$ cat src/rtl/ndata_stream_arbiter.sv
// ndata_stream_arbiter: round-robin packet-atomic arbiter, NUM_REQ in_* streams (valid/ready/last/keep) onto one registered out_* stream tagged with out_id; NDATA_ARB_STATS_EN adds per-requester pkt_cnt
module ndata_stream_arbiter #(
  parameter type data_t = logic [31:0],
  parameter int NUM_ELEMENTS = 4,
  parameter int NUM_REQ = 4,
  localparam int ID_W = NUM_REQ > 1 ? $clog2(NUM_REQ) : 1
) (
  input  logic clk,
  input  logic rst,
  input  data_t [NUM_REQ-1:0][NUM_ELEMENTS-1:0] in_data,
  input  logic [NUM_REQ-1:0][NUM_ELEMENTS-1:0] in_keep,
  input  logic [NUM_REQ-1:0] in_last,
  input  logic [NUM_REQ-1:0] in_valid,
  output logic [NUM_REQ-1:0] in_ready,
  output data_t [NUM_ELEMENTS-1:0] out_data,
  output logic [NUM_ELEMENTS-1:0] out_keep,
  output logic out_last,
  output logic out_valid,
  input  logic out_ready,
  output logic [ID_W-1:0] out_id
`ifdef NDATA_ARB_STATS_EN
  ,
  output logic [NUM_REQ-1:0][31:0] pkt_cnt
`endif
);
  typedef enum logic {IDLE, LOCK} state_t;
  state_t state, state_nxt;
  logic [ID_W-1:0] rr_ptr, grant, winner;
  logic load_en, accept, pkt_end;
  assign load_en = !out_valid || out_ready;
  assign accept = state == LOCK && in_valid[grant] && load_en;
  assign pkt_end = accept && in_last[grant];
  always_comb begin
    winner = rr_ptr;
    for (int i = NUM_REQ; i >= 1; i--) begin
      automatic int idx = (int'(rr_ptr) + i) % NUM_REQ;
      if (in_valid[idx]) winner = ID_W'(idx);
    end
  end
  always_comb begin
    state_nxt = state == IDLE ? (|in_valid ? LOCK : IDLE) : (pkt_end ? IDLE : LOCK);
    in_ready = (state == LOCK && load_en) ? NUM_REQ'(1) << grant : '0;
  end
  always_ff @(posedge clk) begin
    if (rst) begin
      state <= IDLE;
      out_valid <= 1'b0;
      rr_ptr <= ID_W'(NUM_REQ - 1);
      grant <= '0;
      out_id <= '0;
    end else begin
      state <= state_nxt;
      if (state == IDLE && |in_valid) grant <= winner;
      if (pkt_end) rr_ptr <= grant;
      if (accept) begin
        out_valid <= 1'b1;
        out_id <= grant;
      end else if (out_ready) begin
        out_valid <= 1'b0;
      end
    end
  end
  always_ff @(posedge clk) begin
    if (accept) begin
      out_data <= in_data[grant];
      out_keep <= in_keep[grant];
      out_last <= in_last[grant];
    end
  end
`ifdef NDATA_ARB_STATS_EN
  always_ff @(posedge clk) begin
    for (int r = 0; r < NUM_REQ; r++)
      if (rst) pkt_cnt[r] <= '0;
      else if (pkt_end && grant == ID_W'(r)) pkt_cnt[r] <= pkt_cnt[r] + 32'd1;
  end
`endif
endmodule

$ cat config.mk
export PLATFORM = sky130hd
export DESIGN_NAME = ndata_stream_arbiter
export DESIGN_NICKNAME = d
export VERILOG_FILES = /design/src/rtl/ndata_stream_arbiter.sv
export SDC_FILE = /design/constraint.sdc
export NUM_CORES = 1
export LEC_CHECK = 0
export ABC_AREA = 1
export CELL_PAD_IN_SITES_DETAIL_PLACEMENT = 1
export CELL_PAD_IN_SITES_GLOBAL_PLACEMENT = 1
export CORE_AREA = 2 2 262 264
export CTS_BUF_LIST = sky130_fd_sc_hd__clkbuf_8
export DETAILED_ROUTE_END_ITERATION = 10
export DIE_AREA = 0 0 264 266
export PLACE_DENSITY = 0.5
export RECOVER_POWER = 50
export SYNTH_ARGS = -nofsm -noshare
export SYNTH_HDL_FRONTEND = slang
export SYNTH_SLANG_ARGS = --single-unit
$ cat constraint.sdc
create_clock -name clk -period 3.33 [get_ports clk]
set_input_delay 0.333 -clock clk [delete_from_list [all_inputs] [get_ports clk]]
set_output_delay 0.333 -clock clk [all_outputs]
set_load 0.005 [all_outputs]
==> impl_results.md, run 1 <==
- Worst skew pair latency: about 0.52 ns
- Num ports: around 680
- CP Capture Point: out_data[33]$_DFFE_PP_
- Setup CP Type: reg2reg
- Worst setup path startpoint: grant[1]$_SDFFE_PP0P_
- WP data required: 3.70 ns
- DR vias/cell: slightly below 4
- Crit path DAT: roughly 3 ns
- Core area: about 0.068 mm2
- Fin. max-slew vios: 0
- Die ar.: ~0.07 mm2
- FP Rows: 96
- Distinct cell type count after synthesis: 19
- Final core utilization: a little under a quarter
- Hold Slack: around 0.44 ns
- Clk root buf: clkbuf_8
- Top cell by count, worst path: nand3_1
- Die width: ~260 um
- TritonCTS clock tree: built
- Final ANT Viol Nets: 0
- Setup violators final: 0
- Place WS: 0.8202 ns
- Final RePlAce weighted congestion: about 0.83
- Max stage delay on crit path: between 1 and 1.5 ns
- Post-CTS Setup Repair Bufs: 0
- Register area share after synthesis: approximately 54%
- Worst-Margin Slew: ~1.5 ns
- Post-CTS sizing: 0
- Fin Clk Skew: 0.01480 ns
- PD cells: about 390 mW/mm2
- Reg-to-reg startpoint: grant[1]$_SDFFE_PP0P_
- Setup TNS: 0 ns
- Port-buffer cells: 678
- Initial core utilization: ~11%
- Worst-path maximum fanout: 106
- First-pass GRT wire length: ~69,000 um
- Footprint of the multi-input gates: between 0.003 and 0.004 mm2
- Die H: ~270 um
- CP startpoint kind: flip-flop
- Initial antenna violation count: 6
- Top-area cell type share of the netlist area: roughly half
- H-tree depth: 4
- Synthesized area per cell: roughly 9.2 um2
- TritonRoute pass-1 iters: 5
- R2R setup slack: ~0.66 ns
- Worst hold path type: in2reg
- Final WL: ~49,000 um
- Routed len/inst: between 20 and 25 um
- P&R area growth vs syn: 106.1%
- CP max stage cell: clkbuf_4
- Status: finished clean
- Routed vias: ~9.4k
- Synth top area cells: edfxtp_1, nand3_1, a22oi_1
- Design area: between 0.015 and 0.02 mm2
- RSZ-0062 raised after global routing: false
- Congestion Overflow GR: 0
- Vias in the first global route: 10.12k
- Max-cap violations: 0
- Non-Filler Instances: between 2k and 2.5k
- Hold Buf Count CTS: 0
- Max Freq: approximately 370 MHz
- Number of remaining DRC errors: 0
- Design Power: 6.252 mW
- Max Root-Sink Buffers: 2
- Placed Area: 0.01550 mm2
- Worst setup EP type: flip-flop
- Final critical-path required period: about 2.7 ns
- Nets: 2,015
- #FFs+latches synth: roughly 140
- Final Hold Fails: 0
- Cell area after synthesis: a little under 0.008 mm2
- Register area: approximately 0.0042 mm2
- Crit Reg-Reg Endpoint: out_data[33]$_DFFE_PP_
- Clock transition at path regs: roughly 0.09 ns
- VDD IR-drop max: 0.2207 mV
- Hpwl dp: approximately 38,000 um
- 1st-iter DRT viols: 364
- CP Cell Sequence: clkbuf_4, nand3_1, nand3_1
- Worst R2R Path Depth: 3
- Rel. slew slack: less than 1%
- GRT Util Overall: between 10% and 20%
- TritonCTS buffer count: 17
- Filler cells: approximately 8k
- Commonest non-fill, non-tap cell in the layout: clkdlybuf4s50_1
- Final WS setup: 0.6615 ns
- CTS sink count: between 100 and 150
- Synthesized Nets: ~1.4k
- Final period util: roughly 80%
- Synth area leader: edfxtp_1
- Share of cells above drive strength 1: roughly 3.7%
- Synth Warn #: 0
- Largest net degree at the start of global routing: approximately 130
- Dpl cells: between 2k and 2.5k
- Most frequent cells in the layout: clkdlybuf4s50_1, nand3_1, nand2_1, dlygate4sd3_1
- Synth Instances: between 800 and 900
- Leakage: between 5 and 6 nW
-- cells by family after synthesis --
group | synth area share (%)
buffers and inverters | 5.026
AND/OR/NAND/NOR | 27.20
flip-flops | 54.00
AO/OA/AOI/OAI | 13.78
-- state kept, by name, indices dropped and copies added (netlist names) --
signal,flops
out_data,128
out_keep,4
grant,2
out_id,2
rr_ptr,2
out_last,1
out_valid,1
state,1
-- synthesized netlist by cell type (all sizes together) --
library cell / instances
a21oi: 6
a22oi: 133
a31oi: 1
buf: 52
clkbuf: 22
dfxtp: 8
edfxtp: 133
inv: 15
nand2: 170
nand3: 275
nand4: 1
nor2: 10
nor3: 2
o21ai: 5
-- how the worst min path moves through the flow --
stage / from / endpoint / slack [ns] / cells past startpoint
6_report: rst / state$_SDFF_PP0_ / 0.44 / 2
4_1_cts: rst / state$_SDFF_PP0_ / 0.33 / 2
3_5_place_dp: out_id[0]$_SDFFE_PP0P_ / out_id[0]$_SDFFE_PP0P_ / 0.48 / 2
5_1_grt: rst / state$_SDFF_PP0_ / 0.36 / 2
3_3_place_gp: out_id[0]$_SDFFE_PP0P_ / out_id[0]$_SDFFE_PP0P_ / 0.47 / 2
2_1_floorplan: rst / out_valid$_SDFFE_PP0P_ / 0.40 / 1
-- layout make-up --
class | count | area share [%]
clock inverters | 13 | 0.8051
flip-flops and latches | 141 | 26.25
repair buffers | 698 | 44.23
inverters | 15 | 0.3947
clock buffers | 17 | 1.476
well taps | 882 | 6.962
diodes | 3 | 0.04736
multi-input cells | 603 | 19.83
-- critical path: cells and delay by family, from the launching register on --
kind | cells | cell delay, ns
simple gates | 2 | 0.54
flops | 1 | 0.66
buf+inv | 1 | 1.20
-- report_power, final --
part           internal (mW)  leakage [nW]  switching (mW)
clock network          0.646         0.182           0.760
logic                   1.20          4.03            1.25
registers               2.29          1.30           0.114
-- per-layer routing --
| metal | vias to the layer above | wire (um) | track usage [%] |
|---|---|---|---|
| met5 | - | 11 | 0 |
| met4 | 2 | 1200 | 4.561 |
| met3 | 43 | 4427 | 5.536 |
| met2 | 454 | 25010 | 24.27 |
| met1 | 4521 | 18350 | 14.46 |
| li1 | 4408 | - | - |
No activity file was read; power rests on OpenSTA's default activity.
==> run 2: changes to the inputs <==
==> constraint.sdc (replaced) <==
create_clock -name clk -period 2.7 [get_ports clk]
set_input_delay 0.27 -clock clk [delete_from_list [all_inputs] [get_ports clk]]
set_output_delay 0.27 -clock clk [all_outputs]
set_load 0.005 [all_outputs]
==> run 2 against run 1 <==
  * The run now ends with max-capacitance violations, max-slew violations left
  * Maximum frequency is 8.9% higher
  * Worst setup slack worse by 0.41 ns
  * Clock skew rose by 0.0035 ns
  * Via count up 1.1%
  * First-iteration DRC count down 5.2%
  * Hold slack worse by 0.073 ns
  * Global-route usage hardly changed
  * Wire length rose by 0.46%
  * Combinational power rose by 26%
  * Largest power group unchanged
==> impl_results.md, run 2 (same netlist as run 1, synthesis figures left out) <==
- Status: finished with violations
- Violated checks: max-capacitance violations, max-slew violations
- Most frequent cells in the layout: clkdlybuf4s50_1, nand3_1, nand2_1, a22oi_1, edfxtp_1
- Commonest non-fill, non-tap cell in the layout: clkdlybuf4s50_1
- Initial antenna violation count: 3 (-3)
- TritonCTS clock tree: built
- Hold Buf Count CTS: 0 (unchanged)
- Register area: 0.004161 mm2 (unchanged)
- Final RePlAce weighted congestion: 0.7908 (-4.5%)
- 1st-iter DRT viols: 345 (-5.2%)
- Post-CTS sizing: 0 (unchanged)
- Post-CTS Setup Repair Bufs: 0 (unchanged)
- Num ports: 679 (unchanged)
- VDD IR-drop max: 0.2787 mV (+26%)
- TritonCTS buffer count: 17 (unchanged)
- First-pass GRT wire length: 69,140 um (about the same)
- Max Root-Sink Buffers: 2 (unchanged)
- Hpwl dp: 39,220 um (+3.8%)
- Filler cells: 7,770 (-0.78%)
- Final Hold Fails: 0 (unchanged)
- Worst-Margin Slew: 1.732 ns (+0.2330 ns)
- P&R area growth vs syn: 107.9%
- Setup TNS: 0 ns (unchanged)
- Setup CP Type: reg2reg
- Max-cap violations: 1 (+1)
- FP Rows: 96 (unchanged)
- H-tree depth: 4 (unchanged)
- Max Freq: 408.1 MHz (+8.9%)
- Port-buffer cells: 678 (unchanged)
- Congestion Overflow GR: 0 (unchanged)
- Leakage: 5.584 nW (+1.3%)
- Clock transition at path regs: 0.09 ns (about the same)
- Die H: 266 um (unchanged)
- Hold Slack: 0.3690 ns (-0.07260 ns)
- Vias in the first global route: 10.21k (+0.90%)
- Fin Clk Skew: 0.01826 ns (+0.003467 ns)
- Worst skew pair latency: 0.53 ns (about the same)
- Fin. max-slew vios: 78 (+78)
- Footprint of the multi-input gates: 0.003146 mm2 (about the same)
- GRT Util Overall: 13.59% (about the same)
- Worst hold path type: in2reg
- WP data required: 2.94 ns (-0.76 ns)
- Biggest regs: out_data x128, out_keep x4
- Share of cells above drive strength 1: 4.024% (+0.33 points)
- Final WL: 49,220 um (+0.46%)
- PD cells: 510.9 mW/mm2 (+30%)
- Worst setup EP type: flip-flop
- RSZ-0062 raised after global routing: false
- Crit path DAT: 2.69 ns (-0.35 ns)
- Final period util: 90.75% (+11 points)
- Clk root buf: clkbuf_8
- CP startpoint kind: flip-flop
- Worst-path maximum fanout: 58 (-45%)
- Final critical-path required period: 2.450 ns (-0.2182 ns)
- Final ANT Viol Nets: 0 (unchanged)
- Setup violators final: 0 (unchanged)
- Die width: 264 um (unchanged)
- DR vias/cell: 4.013 (+0.96%)
- TritonRoute pass-1 iters: 5 (unchanged)
- Number of remaining DRC errors: 0 (unchanged)
- Nets: 2,018 (+0.15%)
- Largest register FFs: 128 (unchanged)
- Routed vias: 9,531 (+1.1%)
- CTS sink count: 141 (unchanged)
- Core area: 0.06775 mm2 (unchanged)
- Routed len/inst: 20.73 um (+0.33%)
- Largest net degree at the start of global routing: 78 (-42%)
- Rel. slew slack: -15.50% (-16 points)
- Most flops, register: out_data
- Initial core utilization: 11.35% (unchanged)
- Die ar.: 0.07022 mm2 (unchanged)
==> run 2: cell count changes in the layout (fill, tap and decap cells not counted), sizes merged <==
cell,before,now
clkinvlp,4,1
clkdlybuf4s50,542,548
dlygate4sd3,136,130
buf,19,21
diode,3,2
clkinv,6,4
bufinv,2,6
clkbuf,18,19
inv,16,18
==> run 2: final cells by class <==
class / instances / area share (%)
clock inverters: 14 / 1.510
multi-input cells: 603 / 19.67
inverters: 15 / 0.3756
clock buffers: 17 / 1.463
flip-flops and latches: 141 / 26.03
repair buffers: 701 / 44.02
well taps: 882 / 6.902
diodes: 2 / 0.03130
==> run 2: layer usage <==
layer	vias to the layer above	global-route usage [%]	part of all wire, %
met3	50	5.647	9.2
met1	4600	14.44	38
li1	4414	-	-
met2	463	24.26	51
met5	-	0	0.047
met4	4	4.515	2.3
==> run 2: worst paths after layout <==
kind	from	to	slack [ns]	depth (start not counted)
worst min register to register	out_id[1]$_SDFFE_PP0P_	out_id[1]$_SDFFE_PP0P_	0.49	2
worst max register to register	grant[1]$_SDFFE_PP0P_	out_data[86]$_DFFE_PP_	0.25	4
worst max-delay path	grant[1]$_SDFFE_PP0P_	out_data[86]$_DFFE_PP_	0.25	4
worst min-delay path	rst	out_valid$_SDFFE_PP0P_	0.37	2
==> run 2: per-stage QoR <==
| step | util [%] | power (mW) | area [um2] | instances | worst slack, ns |
|---|---|---|---|---|---|
| finish | 23.60 | 8.169 | 15990 | 2375 | 0.2497 |
| global route | 23.60 | 8.660 | 15990 | 2374 | 0.1031 |
| CTS | 23.62 | 8.470 | 16000 | 2373 | 0.1954 |
| detailed placement | 22.92 | 6.212 | 15530 | 2342 | 0.4767 |
| global placement | 22.92 | 6.180 | 15530 | 2342 | 0.4792 |
| floorplan | - | 4.186 | 7695 | 833 | 0.5071 |
==> run 2: worst max-delay path, cell delays in order (launching register included) <==
cell	delay, ns
dfxtp_4	0.40
nor2_4	0.06
clkbuf_2	0.73
a22oi_1	0.77
nand3_1	0.15
==> run 2: where the power goes <==
group          total, mW  leakage, nW  internal [mW]  switching (mW)
Combinational       3.08         4.04           1.48            1.60
Clock               2.18        0.242           1.19           0.987
Sequential          2.91         1.30           2.83          0.0843
Total               8.17         5.58           5.50            2.67
